==> src/rtl/pe_net_interface_if.sv <==
// PE/switch handshake bundle for the network interface.
// master: the interface block itself; slave: the PE and switch environment around it.
interface pe_net_interface_if;
  logic [31:0] i_pe_data;
  logic        i_pe_data_valid;
  logic        o_pe_data_ready;
  logic [31:0] o_pe_data;
  logic        o_pe_data_valid;
  logic        i_pe_data_ready;
  logic [31:0] o_net_data;
  logic        o_net_data_valid;
  logic        i_net_data_ready;
  logic [31:0] i_net_data;
  logic        i_net_data_valid;
  logic        o_net_data_ready;

  modport master (
    input  i_pe_data, i_pe_data_valid, i_pe_data_ready,
    input  i_net_data, i_net_data_valid, i_net_data_ready,
    output o_pe_data_ready, o_pe_data, o_pe_data_valid,
    output o_net_data, o_net_data_valid, o_net_data_ready
  );

  modport slave (
    output i_pe_data, i_pe_data_valid, i_pe_data_ready,
    output i_net_data, i_net_data_valid, i_net_data_ready,
    input  o_pe_data_ready, o_pe_data, o_pe_data_valid,
    input  o_net_data, o_net_data_valid, o_net_data_ready
  );
endinterface

==> src/rtl/pe_net_interface.sv <==
// PE <-> NoC network interface: in-order TX FIFO, remote forwarding, local loopback
// and round-robin merge of loopback with switch traffic into the PE-bound stream.
module pe_net_interface #(
  parameter int ADDRESS    = 0,
  parameter int NUM_PE     = 8,
  parameter int FIFO_DEPTH = 4
) (
  input  logic                          clk,
  input  logic                          rst,
  pe_net_interface_if.master            bus,
  output logic [$clog2(FIFO_DEPTH):0]   o_fifo_count,
  output logic [15:0]                   o_tx_count,
  output logic [15:0]                   o_rx_count,
  output logic [15:0]                   o_drop_count
);
  localparam int PW = $clog2(FIFO_DEPTH);
  localparam int CW = PW + 1;
  localparam logic [8:0] NUM_PE_L = 9'(NUM_PE);
  localparam logic [7:0] ADDR_L   = 8'(ADDRESS);

  logic [31:0]   mem_q [FIFO_DEPTH];
  logic [PW-1:0] rd_ptr_q, wr_ptr_q;
  logic [CW-1:0] cnt_q, cnt_d;
  logic          net_vld_q, pe_vld_q, rr_net_q;
  logic [31:0]   net_data_q, pe_data_q;
  logic [15:0]   tx_cnt_q, rx_cnt_q, drop_cnt_q;

  logic        full, empty, push, pop;
  logic        head_drop, head_local, head_remote;
  logic        net_can_load, pe_can_load, contended;
  logic        grant_net, grant_local, net_load, pe_load;
  logic [31:0] head;

  assign full  = (cnt_q == CW'(FIFO_DEPTH));
  assign empty = (cnt_q == '0);
  assign head  = mem_q[rd_ptr_q];
  assign push  = bus.i_pe_data_valid & ~full;

  always_comb begin
    head_drop   = 1'b0;
    head_local  = 1'b0;
    head_remote = 1'b0;
    if (!empty) begin
      if ({1'b0, head[31:24]} >= NUM_PE_L) head_drop   = 1'b1;
      else if (head[31:24] == ADDR_L)      head_local  = 1'b1;
      else                                 head_remote = 1'b1;
    end
  end

  // An output register can take new data when empty or being drained on this edge.
  assign net_can_load = ~net_vld_q | bus.i_net_data_ready;
  assign pe_can_load  = ~pe_vld_q  | bus.i_pe_data_ready;

  assign contended   = head_local & bus.i_net_data_valid;
  assign grant_net   = bus.i_net_data_valid & (~head_local | rr_net_q);
  assign grant_local = head_local & ~grant_net;

  assign net_load = head_remote & net_can_load;
  assign pe_load  = pe_can_load & (grant_net | grant_local);
  assign pop      = head_drop | net_load | (grant_local & pe_can_load);

  always_comb begin
    cnt_d = cnt_q;
    case ({push, pop})
      2'b10:   cnt_d = cnt_q + 1'b1;
      2'b01:   cnt_d = cnt_q - 1'b1;
      default: cnt_d = cnt_q;
    endcase
  end

  // Storage array carries no reset: occupancy and pointers alone decide what is valid.
  always_ff @(posedge clk) begin
    if (push) mem_q[wr_ptr_q] <= bus.i_pe_data;
  end

  always_ff @(posedge clk or posedge rst) begin
    if (rst) begin
      rd_ptr_q   <= '0;
      wr_ptr_q   <= '0;
      cnt_q      <= '0;
      net_vld_q  <= 1'b0;
      net_data_q <= '0;
      pe_vld_q   <= 1'b0;
      pe_data_q  <= '0;
      rr_net_q   <= 1'b1;
      tx_cnt_q   <= '0;
      rx_cnt_q   <= '0;
      drop_cnt_q <= '0;
    end else begin
      cnt_q <= cnt_d;
      if (push) wr_ptr_q <= wr_ptr_q + 1'b1;
      if (pop)  rd_ptr_q <= rd_ptr_q + 1'b1;

      if (net_load) begin
        net_vld_q  <= 1'b1;
        net_data_q <= head;
      end else if (bus.i_net_data_ready) begin
        net_vld_q  <= 1'b0;
      end

      if (pe_load) begin
        pe_vld_q  <= 1'b1;
        pe_data_q <= grant_net ? bus.i_net_data : head;
      end else if (bus.i_pe_data_ready) begin
        pe_vld_q  <= 1'b0;
      end

      // The loser of a contended grant gets priority next time.
      if (contended && pe_can_load) rr_net_q <= grant_local;

      if (net_vld_q && bus.i_net_data_ready) tx_cnt_q   <= tx_cnt_q + 1'b1;
      if (pe_vld_q && bus.i_pe_data_ready)   rx_cnt_q   <= rx_cnt_q + 1'b1;
      if (head_drop)                         drop_cnt_q <= drop_cnt_q + 1'b1;
    end
  end

  assign bus.o_pe_data_ready  = ~full;
  assign bus.o_net_data_ready = pe_can_load & grant_net;
  assign bus.o_net_data       = net_data_q;
  assign bus.o_net_data_valid = net_vld_q;
  assign bus.o_pe_data        = pe_data_q;
  assign bus.o_pe_data_valid  = pe_vld_q;
  assign o_fifo_count         = cnt_q;
  assign o_tx_count           = tx_cnt_q;
  assign o_rx_count           = rx_cnt_q;
  assign o_drop_count         = drop_cnt_q;
endmodule

==> src/flat_wrapper.sv <==
// flat-port wrapper written by rule: the top's interface ports become plain ports
module pe_net_interface_flat 
#(
  parameter int ADDRESS    = 0,
  parameter int NUM_PE     = 8,
  parameter int FIFO_DEPTH = 4
)
  (clk, rst, o_fifo_count, o_tx_count, o_rx_count, o_drop_count, bus_i_pe_data, bus_i_pe_data_valid, bus_i_pe_data_ready, bus_i_net_data, bus_i_net_data_valid, bus_i_net_data_ready, bus_o_pe_data_ready, bus_o_pe_data, bus_o_pe_data_valid, bus_o_net_data, bus_o_net_data_valid, bus_o_net_data_ready);
  pe_net_interface_if bus_i ();
  input  logic clk;
  input  logic rst;
  output logic [$clog2(FIFO_DEPTH):0] o_fifo_count;
  output logic [15:0] o_tx_count;
  output logic [15:0] o_rx_count;
  output logic [15:0] o_drop_count;
  input wire logic [$bits(bus_i.i_pe_data)-1:0] bus_i_pe_data;
  input wire logic [$bits(bus_i.i_pe_data_valid)-1:0] bus_i_pe_data_valid;
  input wire logic [$bits(bus_i.i_pe_data_ready)-1:0] bus_i_pe_data_ready;
  input wire logic [$bits(bus_i.i_net_data)-1:0] bus_i_net_data;
  input wire logic [$bits(bus_i.i_net_data_valid)-1:0] bus_i_net_data_valid;
  input wire logic [$bits(bus_i.i_net_data_ready)-1:0] bus_i_net_data_ready;
  output wire logic [$bits(bus_i.o_pe_data_ready)-1:0] bus_o_pe_data_ready;
  output wire logic [$bits(bus_i.o_pe_data)-1:0] bus_o_pe_data;
  output wire logic [$bits(bus_i.o_pe_data_valid)-1:0] bus_o_pe_data_valid;
  output wire logic [$bits(bus_i.o_net_data)-1:0] bus_o_net_data;
  output wire logic [$bits(bus_i.o_net_data_valid)-1:0] bus_o_net_data_valid;
  output wire logic [$bits(bus_i.o_net_data_ready)-1:0] bus_o_net_data_ready;
  assign bus_i.i_pe_data = bus_i_pe_data;
  assign bus_i.i_pe_data_valid = bus_i_pe_data_valid;
  assign bus_i.i_pe_data_ready = bus_i_pe_data_ready;
  assign bus_i.i_net_data = bus_i_net_data;
  assign bus_i.i_net_data_valid = bus_i_net_data_valid;
  assign bus_i.i_net_data_ready = bus_i_net_data_ready;
  assign bus_o_pe_data_ready = bus_i.o_pe_data_ready;
  assign bus_o_pe_data = bus_i.o_pe_data;
  assign bus_o_pe_data_valid = bus_i.o_pe_data_valid;
  assign bus_o_net_data = bus_i.o_net_data;
  assign bus_o_net_data_valid = bus_i.o_net_data_valid;
  assign bus_o_net_data_ready = bus_i.o_net_data_ready;
  pe_net_interface #(.ADDRESS(ADDRESS), .NUM_PE(NUM_PE), .FIFO_DEPTH(FIFO_DEPTH)) u_core (.clk(clk), .rst(rst), .bus(bus_i), .o_fifo_count(o_fifo_count), .o_tx_count(o_tx_count), .o_rx_count(o_rx_count), .o_drop_count(o_drop_count));
endmodule
==> config.mk <==
export PLATFORM = sky130hd
export DESIGN_NAME = pe_net_interface_flat
export DESIGN_NICKNAME = d
export VERILOG_FILES = /design/src/rtl/pe_net_interface_if.sv /design/src/rtl/pe_net_interface.sv /design/src/flat_wrapper.sv
export SDC_FILE = /design/constraint.sdc
export NUM_CORES = 1
export LEC_CHECK = 0
export CORE_MARGIN = 1.5
export CORE_UTILIZATION = 45
export DETAILED_ROUTE_END_ITERATION = 6
export PLACE_DENSITY = 0.81
export SKIP_LAST_GASP = 1
export SLEW_MARGIN = 20
export SYNTH_ARGS = -nofsm -noshare
export SYNTH_HDL_FRONTEND = slang
export SYNTH_SLANG_ARGS = --single-unit
==> constraint.sdc <==
create_clock -name clk -period 6.2 [get_ports clk]
set_input_delay 1.86 -clock clk [delete_from_list [all_inputs] [get_ports clk]]
set_output_delay 1.86 -clock clk [all_outputs]
set_load 0.05 [all_outputs]
==> results of run 1 <==
-- routing by layer --
| layer | vias up | global-route usage | wire [um] | share of wire |
|---|---|---|---|---|
| met2 | 310 | 0.357 | 12200 | 0.48 |
| met1 | 3389 | 0.287 | 10800 | 0.42 |
| li1 | 2944 | - | - | - |
| met4 | 0 | 0.0723 | 653 | 0.026 |
| met3 | 51 | 0.0404 | 1860 | 0.073 |
| met5 | - | 0 | 0 | 0 |
-- final cells by class --
cell class | count | area, um^2
antenna | 1 | 2.50
clock buffer | 32 | 714
clock inverter | 16 | 174
fill | 1680 | 9210
inverter | 36 | 140
multi-input combinational | 348 | 3200
sequential | 250 | 6900
tap | 285 | 357
timing repair buffer | 197 | 1950
-- worst max-delay path by stage --
stage / from / end / slack (ps) / depth (start not counted)
5_1_grt: bus_i_pe_data_ready / bus_o_net_data_ready / 770 / 6
2_1_floorplan: bus_i_pe_data_ready / bus_o_net_data_ready / 980 / 5
3_3_place_gp: bus_i_pe_data_ready / bus_o_net_data_ready / 840 / 6
6_report: bus_i_pe_data_ready / bus_o_net_data_ready / 860 / 6
3_5_place_dp: bus_i_net_data_valid / bus_o_net_data_ready / 840 / 5
4_1_cts: bus_i_net_data_valid / bus_o_net_data_ready / 830 / 5
-- cell usage after synthesis, drive strengths merged, types with 3 or more instances --
cell	count	area share
edfxtp	128	0.37
dfrtp	121	0.29
mux2	40	0.052
inv	36	0.013
nand2	30	0.011
xnor2	30	0.025
mux4	27	0.059
a221oi	23	0.019
a311oi	23	0.019
o22ai	23	0.014
xor2	22	0.019
clkbuf	21	0.0076
nand3	19	0.0091
buf	18	0.012
nor2	18	0.0065
nand4	12	0.0072
and3	9	0.0054
a31oi	8	0.0048
and2	8	0.0048
ha	8	0.0096
nor3	8	0.0059
nor4	5	0.0036
nor4b	5	0.0042
a21oi	3	0.0014
mux2i	3	0.0029
or4	3	0.0025
-- layout by cell type, fill, tap and decap left out, types with 25 or more instances in the layout --
cell and instances:
mux4_2 26, mux2_4 25, xnor2_1 30, clkdlybuf4s50_1 187, dfrtp_1 119, clkbuf_16 27
nand2_1 30, edfxtp_1 128, inv_1 35
-- cells by family after synthesis --
family / count (synthesis) / share of synthesized area
mux: 70 / 0.114
xor+xnor: 52 / 0.0438
flops: 250 / 0.663
fa+ha+maj: 9 / 0.0115
simple gates: 129 / 0.0692
compound gates: 88 / 0.0664
buf+inv: 75 / 0.0323
-- power groups by stage --
stage               registers, uW  clock network (uW)  logic (uW)
floorplan                    2950                   0         994
global route                 2450                1680        2410
detailed placement           2440                   0        2290
finish                       2410                1600        2280
CTS                          2410                1620        2300
global placement             2430                   0        2240
-- registers in the layout, indices dropped and copies added (netlist names) --
name and flops:
u_core.mem_q 128, u_core.bus.o_net_data 32, u_core.bus.o_pe_data 32, u_core.o_drop_count 16, u_core.o_rx_count 16, u_core.o_tx_count 16
u_core.o_fifo_count 3, u_core.rd_ptr_q 2, u_core.wr_ptr_q 2, u_core.bus.o_net_data_valid 1, u_core.bus.o_pe_data_valid 1, u_core.rr_net_q 1
-- metrics by stage --
| step | utilization | hold WS, ps |
|---|---|---|
| after floorplan | - | 490 |
| after global placement | 0.554 | 456 |
| after detailed placement | 0.554 | 457 |
| after CTS | 0.593 | 469 |
| after global routing | 0.593 | 488 |
| final | 0.593 | 466 |
==> results.toml, run 1 <==
[floorplan]
num_io_pins = 189
rows = 55
core_um2 = 22600
die_w_um = 155
start_util = 0.460
fp.dieH_um = 155
die-area_um2 = 24000

[synth]
synth_nets = 752
post_synth_inst_count = 673
ys_seq_elements = 250
yosys_warnings = 0
synth_cell_types = 52
synth_edf_count = 128
postSynth.asyncResetShare = 0.488
synthFlopType = "edfxtp_1"
syn_area_um2 = 10400
syn_area_per_cell_um2 = 15.5
yosysSeqAreaShare = 0.663

[pwr]
comb_power_share = 0.362
p_per_area_nw_per_um2 = 469
p_total_uw = 6290
ir_drop_mv = 0.278
leakage_uw = 0.00523
internal_power_uw = 3970
pwr-share-seq = 0.383
clock_power_share = 0.255
power_switching_uw = 2330
switching_share = 0.370

[sta]
drv_slew = 0
finalSetupTns_ps = 0
setup_viol = 0
report.final.hold_viol_count = 0
min_period_ps = 5340
slew_headroom = 0.200
rsz0062_at_grt = "false"
setup_ws_ps = 861
fmax_ghz = 0.187
skew_ps = 12.3
tightest_slew_ps = 1200
fin_crit_sh = 0.861

[worst_setup_path]
regToRegSetupSlack_ps = 2370
endpoint_kind = "output port"
critPathTopFamily = "buffers and inverters"
critPathSlowestCell = "clkdlybuf4s50_1"
critPathLaunchType = "input port"
cp.required_ps = 4340
r2r_end = "u_core.o_fifo_count[2]"
max_stage_delay_ps = 510
path_class = "input port to output port"
crit_fanout = 6
r2r-start = "u_core.rd_ptr_q[1]"
worstRegToRegCells = 11
cp.arrival_ps = 3480
cp.buffers_inverters = 2
path_cells = "clkdlybuf4s50_1 > nand2b_1 > and2_1 > a41oi_2 > a21oi_1 > buf_4"

[clock_tree]
cts.clk_slew.worst_paths_ps = 60
clock_latency_ps = 530
cts_setup_buffers = 0
cts_resized = 0
holdBufCountCts = 0
clock_sinks = 250
cts_buffer_depth = 3
numCtsBuffers = 26
htreeDepth = 1
cts_root_buffer = "clkbuf_16"
cts_tree = "yes"

[finish]
postLayoutCellArea_um2 = 13400
drive_gt1_frac = 0.162
fin_cells = 1165
nets = 938
area_delta_synth_final_pct = 29.1

[grt]
grt_pass1_vias = 7070
grt_antenna_before_repair = 1
grtUsageTotal = 0.215
grt-ovfl-total = 0
grt_pass1_wl_mm = 39.8
grt_max_degree = 93

[detailed_routing]
drc = 0
via_count = 6694
route.detailed.wl_per_inst_um = 21.9
drt_iter0_drc = 498
avgViaCountPerCell = 5.75
ant_nets = 0
wirelength_mm = 25.5
dr.pass1.iters = 5

[flow_run]
max-cap-violations = 0

[status]
status = "finished, final reports clean"

[placed_design]
dp_slack_ps = 839
globalplace.congestion = 0.755
dp.cells = 1116
hpwlAfterDp_mm = 16.3
port_buffers = 188
placed_area_um2 = 12500

[min_path]
holdCritStartpoint = "u_core.o_drop_count[15]"
min_path_type = "flop to flop"
hold_depth = 1
hold_path_end = "u_core.o_drop_count[15]"
No activity file was read; power rests on OpenSTA's default activity.
==> run 2: changes to the inputs <==
--- a/config.mk
+++ b/config.mk
@@ -5,7 +5,7 @@
 export SDC_FILE = /design/constraint.sdc
 export NUM_CORES = 1
 export LEC_CHECK = 0
-export CORE_MARGIN = 1.5
+export CORE_MARGIN = 2
 export CORE_UTILIZATION = 45
 export DETAILED_ROUTE_END_ITERATION = 6
 export PLACE_DENSITY = 0.81
==> results.toml, run 2 (synthesis results as in run 1) <==
[worst_setup_path]
endpoint_kind = "output port"
critPathLaunchType = "input port"
cp.depth = 6
crit_path_end = "bus_o_net_data_ready"
regToRegSetupSlack_ps = 2310
worstRegToRegCells = 11
cp.buffers_inverters = 2
r2r-start = "u_core.rd_ptr_q[1]"
cp.arrival_ps = 3580
crit_fanout = 6
r2r_end = "u_core.o_fifo_count[2]"
cp.required_ps = 4340
critPathLaunch = "bus_i_pe_data_ready"
path_cells = "clkdlybuf4s50_1 > nand2b_1 > and2_1 > a41oi_2 > a21oi_1 > buf_4"
critPathSlowestCell = "clkdlybuf4s50_1"
critPathTopFamily = "buffers and inverters"
path_class = "input port to output port"
max_stage_delay_ps = 540

[clock_tree]
cts_setup_buffers = 0
clock_sinks = 250
cts_root_buffer = "clkbuf_16"
cts_buffer_depth = 3
clock_latency_ps = 520
holdBufCountCts = 0
cts_tree = "yes"
cts_resized = 0
cts.clk_slew.worst_paths_ps = 60
numCtsBuffers = 27
htreeDepth = 1

[grt]
met2_usage = 0.361
grt_pass1_wl_mm = 39.4
met1_usage = 0.280
grt_pass1_vias = 6818
grtUsageTotal = 0.212
use_met3 = 0.0394
busiest_layer = "met2"
grt_max_degree = 51
grt-ovfl-total = 0
grt_antenna_before_repair = 0

[placed_design]
placed_area_um2 = 12500
globalplace.congestion = 0.743
dp.cells = 1116
port_buffers = 188
hpwlAfterDp_mm = 16.3

[floorplan]
die-area_um2 = 24400
die_w_um = 156
core_um2 = 22600
fp.dieH_um = 156
num_io_pins = 189
start_util = 0.460
rows = 55

[pwr]
ir_drop_mv = 0.272
clock_power_share = 0.259
p_per_area_nw_per_um2 = 471
power_switching_uw = 2350
p_total_uw = 6340
leakage_uw = 0.00525
pwr-share-seq = 0.383
comb_power_share = 0.358
switching_share = 0.370
internal_power_uw = 3990

[sta]
drv_slew = 0
rsz0062_at_grt = "false"
setup_viol = 0
finalSetupTns_ps = 0
min_period_ps = 5440
report.final.hold_viol_count = 0
skew_ps = 10.2
fin_crit_sh = 0.877
fmax_ghz = 0.184
tightest_slew_ps = 1150
slew_headroom = 0.232

[detailed_routing]
route.detailed.wl_per_inst_um = 22.2
drt_iter0_drc = 446
avgViaCountPerCell = 5.78
drc = 0
via_count = 6734
dr.pass1.iters = 5
ant_nets = 0
wirelength_mm = 25.9

[status]
status = "finished, final reports clean"

[finish]
drive_gt1_frac = 0.169
diodes = 0
postLayoutCellArea_um2 = 13500
area_delta_synth_final_pct = 29.3
fin_cells = 1165
final_common_cell = "clkdlybuf4s50_1"
nets = 939
fin_util = 0.595
regMostFlops = "u_core.mem_q"
largest_reg_flops = 128
final_cell_mix = "187 x clkdlybuf4s50_1, 128 x edfxtp_1, 119 x dfrtp_1"

[flow_run]
max-cap-violations = 0

[min_path]
min_path_type = "flop to flop"
-- run 2: worst register-to-register path, stage by stage, from the launching register on --
cell	delay (ps)
dfrtp_2	900
mux4_2	480
nor3_2	250
buf_4	430
mux2_2	400
a21oi_1	270
ha_1	240
inv_1	60
fa_1	370
xor2_1	150
nor2_1	110
xor2_1	150
-- run 2: power groups by stage --
stage	clock [uW]	sequential [uW]	combinational, uW
global route	1740	2470	2400
finish	1640	2420	2270
detailed placement	0	2450	2270
floorplan	0	2950	994
global placement	0	2430	2230
CTS	1670	2430	2290
-- run 2: routing by layer --
metal | share of wire | wire length, um
met1 | 0.41 | 10700
met2 | 0.49 | 12600
met3 | 0.078 | 2020
met4 | 0.022 | 571
met5 | 0 | 0
-- run 2: how the worst min path moves through the flow --
stage / depth (start not counted) / start / slack [ps] / endpoint
after floorplan: 1 / u_core.rr_net_q / 490 / u_core.rr_net_q
after global placement: 1 / u_core.o_tx_count[15] / 460 / u_core.o_tx_count[15]
after detailed placement: 1 / u_core.o_tx_count[15] / 460 / u_core.o_tx_count[15]
after CTS: 1 / u_core.o_tx_count[15] / 470 / u_core.o_tx_count[15]
after global routing: 1 / u_core.o_tx_count[15] / 490 / u_core.o_tx_count[15]
final: 1 / u_core.o_tx_count[15] / 470 / u_core.o_tx_count[15]
-- run 2: stage by stage --
stage	worst slack [ps]	hold slack [ps]
after global placement	796	458
after detailed placement	768	459
after floorplan	976	490
after CTS	743	471
after global routing	667	493
final	764	465
-- run 2: cell type report --
| cell class | count | area [um^2] |
|---|---|---|
| Sequential cell | 250 | 6900 |
| Inverter | 36 | 138 |
| Clock inverter | 22 | 244 |
| Tap cell | 285 | 357 |
| Multi-Input combinational cell | 348 | 3200 |
| Clock buffer | 27 | 676 |
| Fill cell | 1679 | 9180 |
| Timing Repair Buffer | 197 | 1950 |
==> edit 1 (settings of run 1) <==
`FIFO_DEPTH` is set to 4 in 2 places; all go to 8.
--- a/src/rtl/pe_net_interface.sv
+++ b/src/rtl/pe_net_interface.sv
@@ -3,7 +3,7 @@
 module pe_net_interface #(
   parameter int ADDRESS    = 0,
   parameter int NUM_PE     = 8,
-  parameter int FIFO_DEPTH = 4
+  parameter int FIFO_DEPTH = 8
 ) (
   input  logic                          clk,
   input  logic                          rst,
--- a/src/flat_wrapper.sv
+++ b/src/flat_wrapper.sv
@@ -3,7 +3,7 @@
 #(
   parameter int ADDRESS    = 0,
   parameter int NUM_PE     = 8,
-  parameter int FIFO_DEPTH = 4
+  parameter int FIFO_DEPTH = 8
 )
   (clk, rst, o_fifo_count, o_tx_count, o_rx_count, o_drop_count, bus_i_pe_data, bus_i_pe_data_valid, bus_i_pe_data_ready, bus_i_net_data, bus_i_net_data_valid, bus_i_net_data_ready, bus_o_pe_data_ready, bus_o_pe_data, bus_o_pe_data_valid, bus_o_net_data, bus_o_net_data_valid, bus_o_net_data_ready);
   pe_net_interface_if bus_i ();
Ports: changed (resized o_fifo_count); port bits go from 189 to 190. No check against the original RTL was run, so the function may have changed too.
==> edit 1 against run 1 <==
  * Clock skew up 0.0027 ns
  * Utilization down 2.4 points
  * Synthesized area up 43%
  * Sequential cell count up 131
  * Setup slack worse by 0.13 ns
  * Register-to-register slack worse by 0.26 ns
  * Power up 47%
  * Wire length up 31%
  * Final area up 38%
  * Critical path type is now reg2out
  * Critical endpoint unchanged
==> edit 1: results <==
metrics = {
    "yosys": {
        "ys_async_sr_fraction": 0.3281,
        "yosys_warnings": 0,
        "synth.area.top_cells": "edfxtp_1 (51%), dfrtp_1 (21%), mux4_2 (8.4%)",
        "synthTopCellsByCount": "edfxtp_1 (256), nand2_1 (125), dfrtp_1 (124)",
        "synth-compound-area-share": 0.02095,
        "synth.mux.area_fraction": 0.1285,
        "synth-seq-area-share": 0.7245,
        "synth_edf_count": 256,
        "synth-xor-area-share": 0.03109,
        "yosys.area_share.adder": 0.008046,
        "synth_nets": 966,
        "yosys.cell_types.count": 50,
    },
    "cells_and_area": {
        "largest_reg_flops": 256,
        "fin_nets": 1178,
        "n_fill_cell": 2398,
        "drive_gt1_frac": 0.1368,
    },
    "clock_tree": {
        "cts_buffers": 38,
        "htree_num_levels": 2,
        "post_cts_resize_count": 0,
        "cts.clk_slew.worst_paths_ns": 0.06,
    },
    "timing": {
        "maxSlewHeadroom": 0.2760,
        "finalClockSkew_ns": 0.01499,
    },
    "critical_path": {
        "rr_endpoint": "u_core.o_fifo_count[3]",
        "r2r_setup_slack_ns": 2.11,
        "worstPathMaxFanout": 33,
        "worstPathArrival_ns": 3.61,
        "r2r_cells": 12,
        "rr_startpoint": "u_core.rd_ptr_q[0]",
    },
    "drt": {
        "drt-total-wl_mm": 33.40,
        "drtIter0Drc": 695,
        "routed_via_density": 5.416,
    },
    "pwr": {
        "static-leakage-power_nw": 6.915,
        "irDropWorstVdd_uv": 256.9,
    },
    "placement": {
        "dp_hpwl_mm": 20.72,
        "port_buffers": 189,
        "gp_congestion": 0.7455,
    },
    "global_routing": {
        "antenna_found_initial": 6,
        "grt_first_pass_wirelength_mm": 50.72,
        "grt_max_degree": 57,
        "grt_pass1_vias": 8788,
        "track_usage": 0.1985,
    },
    "min_path": {
        "holdPathStages": 1,
        "min-delay-start": "u_core.o_tx_count[15]",
        "min_to": "u_core.o_tx_count[15]",
    },
    "outcome": {
        "status": "finished, final reports clean",
    },
}
[edit 1: changes by cell type in the layout (fill, tap and decap cells not counted), sizes merged, moves of 8 or more]
| cell | before | now |
|---|---|---|
| mux4 | 27 | 56 |
| edfxtp | 128 | 256 |
| inv | 36 | 10 |
| o22ai | 23 | 0 |
| o21ai | 1 | 25 |
| a311oi | 23 | 0 |
| buf | 10 | 20 |
| nor3 | 8 | 16 |
| a221oi | 23 | 0 |
| mux2i | 3 | 33 |
| a22o | 0 | 8 |
| mux2 | 40 | 29 |
| clkbuf | 32 | 52 |
| nand2 | 30 | 125 |
[edit 1: power by group]
| part | internal (mW) | total (mW) | switching, mW |
|---|---|---|---|
| Sequential | 3.27 | 3.64 | 0.373 |
| Combinational | 1.28 | 3.46 | 2.17 |
| Clock | 1.22 | 2.16 | 0.942 |
[edit 1: worst max path at each step]
stage / start / to / slack (ns) / depth (start not counted)
detailed placement: bus_i_pe_data_ready / bus_o_net_data_ready / 0.95 / 6
global placement: bus_i_pe_data_ready / bus_o_net_data_ready / 0.97 / 6
floorplan: rst / u_core.bus.o_net_data[0] / 1.01 / 1
CTS: u_core.rd_ptr_q[0] / bus_o_net_data_ready / 0.68 / 7
finish: u_core.rd_ptr_q[0] / bus_o_net_data_ready / 0.73 / 7
global route: u_core.rd_ptr_q[0] / bus_o_net_data_ready / 0.46 / 7
[edit 1: metrics by stage]
stage	cells	util	area [um2]	hold WS (ns)	setup WS, ns
6_report	1572	0.5695	18580	0.4727	0.7324
5_1_grt	1569	0.5692	18570	0.4920	0.4626
4_1_cts	1568	0.5692	18570	0.4786	0.6759
3_5_place_dp	1501	0.5328	17380	0.4650	0.9489
3_3_place_gp	1501	0.5328	17380	0.4596	0.9721
2_1_floorplan	887	-	14930	0.4766	1.014
[edit 1: layout make-up]
class	count	area, um2	area share
antenna	4	10.01	0.0005389
clock buffer	52	1033	0.05564
clock inverter	15	151.4	0.008150
inverter	10	40.04	0.002155
multi-input combinational	460	3921	0.2111
sequential	381	10820	0.5826
tap	442	553.0	0.02977
timing repair buffer	208	2044	0.1101
[edit 1: kinds of logic (layout without fill, tap and decap cells)]
logic type                 after synthesis  after routing
xor gates and xnor gates                53             53
DFF                                    381            381
buffers and inverters                   46            285
and+or+nand+nor                        231            231
adders and majority gates                9              9
muxes                                  118            118
other                                    0              4
AOI/OAI and AO/OA                       49             49
[edit 1: critical path, stage by stage, from the launching register on]
cell and delay (ns):
dfrtp_4 0.82, mux4_2 0.59, mux2i_1 0.21, o311ai_1 0.22, nor3_4 0.45, a31oi_4 0.16
nor2_4 0.31, buf_4 0.26
[edit 1: per-layer routing]
layer  track usage  wire [um]
met5             0         25
met4       0.06764        979
met3       0.04974       2574
met2        0.3316      16480
met1        0.2538      13340
==> edit 2 (flow settings as in run 1) <==
Made on the original files. Put one more register stage on the output `o_rx_count`. The value now appears one clock later. The other outputs are not delayed to match.
--- a/src/rtl/pe_net_interface.sv
+++ b/src/rtl/pe_net_interface.sv
@@ -122,7 +122,9 @@
   assign bus.o_pe_data_valid  = pe_vld_q;
   assign o_fifo_count         = cnt_q;
   assign o_tx_count           = tx_cnt_q;
-  assign o_rx_count           = rx_cnt_q;
+  always_ff @(posedge clk) begin
+    o_rx_count <= rx_cnt_q;
+  end
   assign o_drop_count         = drop_cnt_q;
 endmodule
 
Formal check against the unedited RTL: not equivalent (Yosys sat finds a counterexample within 4 cycles, from zero or initial values and one cycle with rst high).
==> edit 2 against run 1 <==
  * Setup slack better by 0.35 ns
  * Sequential share of layout area up 2.4 points
  * Sequential cell count grew 16
  * Register-to-register slack improved by 0.09 ns
  * Final area decreased by 0.12%
  * Power is 2.2% lower
  * Wire length fell by 13%
  * Synthesized area fell by 0.42%
  * Largest cell class unchanged
==> edit 2: results <==
metrics = {
    "yosys": {
        "synth_nets": 727,
        "synth_edf_count": 128,
        "ys_async_sr_fraction": 0.4586,
        "yosys.cell_types.count": 46,
        "synthTopCellsByCount": "edfxtp_1 (128), dfrtp_1 (121), inv_1 (61)",
        "synth.area.top_cells": "edfxtp_1 (37%), dfrtp_1 (29%), mux4_2 (6.1%)",
        "yosys_warnings": 0,
        "synth-seq-area-share": 0.6965,
    },
    "global_routing": {
        "track_usage": 0.1892,
        "antenna_found_initial": 1,
        "grt_first_pass_wirelength_mm": 35.37,
        "grt_max_degree": 75,
        "grt_pass1_vias": 6465,
    },
    "clock_tree": {
        "cts.clk_slew.worst_paths_ns": 0.06,
        "cts_root_buffer": "clkbuf_16",
        "cts_buffers": 27,
        "clk_path_buf_depth": 3,
        "post_cts_buffers": 0,
        "htree_num_levels": 1,
    },
    "critical_path": {
        "startpoint": "bus_i_pe_data_ready",
        "worst_path_max_delay_cell": "clkdlybuf4s50_1",
        "max_stage_delay_ns": 0.46,
        "worstPathArrival_ns": 3.13,
        "worstPathMaxFanout": 9,
        "rr_startpoint": "u_core.rd_ptr_q[0]",
    },
    "timing": {
        "maxSlewHeadroom": 0.3784,
        "finalClockSkew_ns": 0.01082,
    },
    "placement": {
        "post-place-ws_ns": 1.211,
        "placed_area_mm2": 0.01258,
        "gp_congestion": 0.7833,
        "port_buffers": 188,
        "dp_hpwl_mm": 14.50,
    },
    "drt": {
        "post-route-drc-count": 0,
        "dr.pass1.iters": 5,
        "drtIter0Drc": 459,
        "wl_per_cell_um": 19.12,
        "routed_via_density": 5.316,
    },
    "cells_and_area": {
        "largest_reg_flops": 128,
        "n_fill_cell": 1682,
        "drive_gt1_frac": 0.1093,
        "n_antenna_cell": 0,
        "fin_nets": 928,
    },
    "min_path": {
        "hold_path_class": "reg2reg",
        "min-delay-start": "u_core.rx_cnt_q[15]",
    },
    "pwr": {
        "irDropWorstVdd_uv": 231.8,
        "static-leakage-power_nw": 5.439,
    },
    "outcome": {
        "status": "finished, final reports clean",
    },
}
[edit 2: changes by cell type in the layout (fill, tap and decap cells not counted), sizes merged, moves of 16 or more]
cell    delta
inv       +25
mux2i     +22
a221oi    -23
o22ai     -23
a222oi    +24
dfxtp     +16
a311oi    -22
[edit 2: per-layer routing]
layer	wire, um	global-route usage
met5	0	0
met4	590	0.06090
met3	973	0.03278
met2	11120	0.3286
met1	9380	0.2426
[edit 2: final cells by class]
cell class              count  share of cell area
flip-flops and latches    266              0.5381
multi-input cells         297              0.2099
repair buffers            196              0.1470
clock buffers              36             0.05288
well taps                 285             0.02658
inverters                  61             0.01725
clock inverters            13            0.008300
[edit 2: path summary, 6_finish.rpt]
check                           slack (ns)  cells after the start                        to
min in group asynchronous             1.92                      2  u_core.bus.o_pe_data[30]
worst min register to register        0.39                      0     u_core.o_rx_count[15]
max in group asynchronous             3.46                      3           u_core.rr_net_q
worst max-delay path                  1.21                      6      bus_o_net_data_ready
worst max register to register        2.46                     11    u_core.o_fifo_count[2]
worst min-delay path                  0.39                      0     u_core.o_rx_count[15]
[edit 2: cells by family after synthesis]
group	synth area share
simple gates	0.05529
fa+ha+maj	0.01159
buf+inv	0.03405
mux	0.1198
flops	0.6965
xor+xnor	0.04395
compound gates	0.03888
[edit 2: power breakdown]
part / leakage (nW) / internal, mW / switching, mW
clock: 0.399 / 0.883 / 0.631
sequential: 2.82 / 2.26 / 0.226
combinational: 2.22 / 0.822 / 1.33
[edit 2: through the flow]
stage               total power [mW]  utilization  cells
floorplan                      3.957            -    648
CTS                            6.217       0.5919   1153
finish                         6.158       0.5926   1154
global placement               4.627       0.5556   1104
detailed placement             4.694       0.5556   1104
global route                   6.446       0.5926   1154
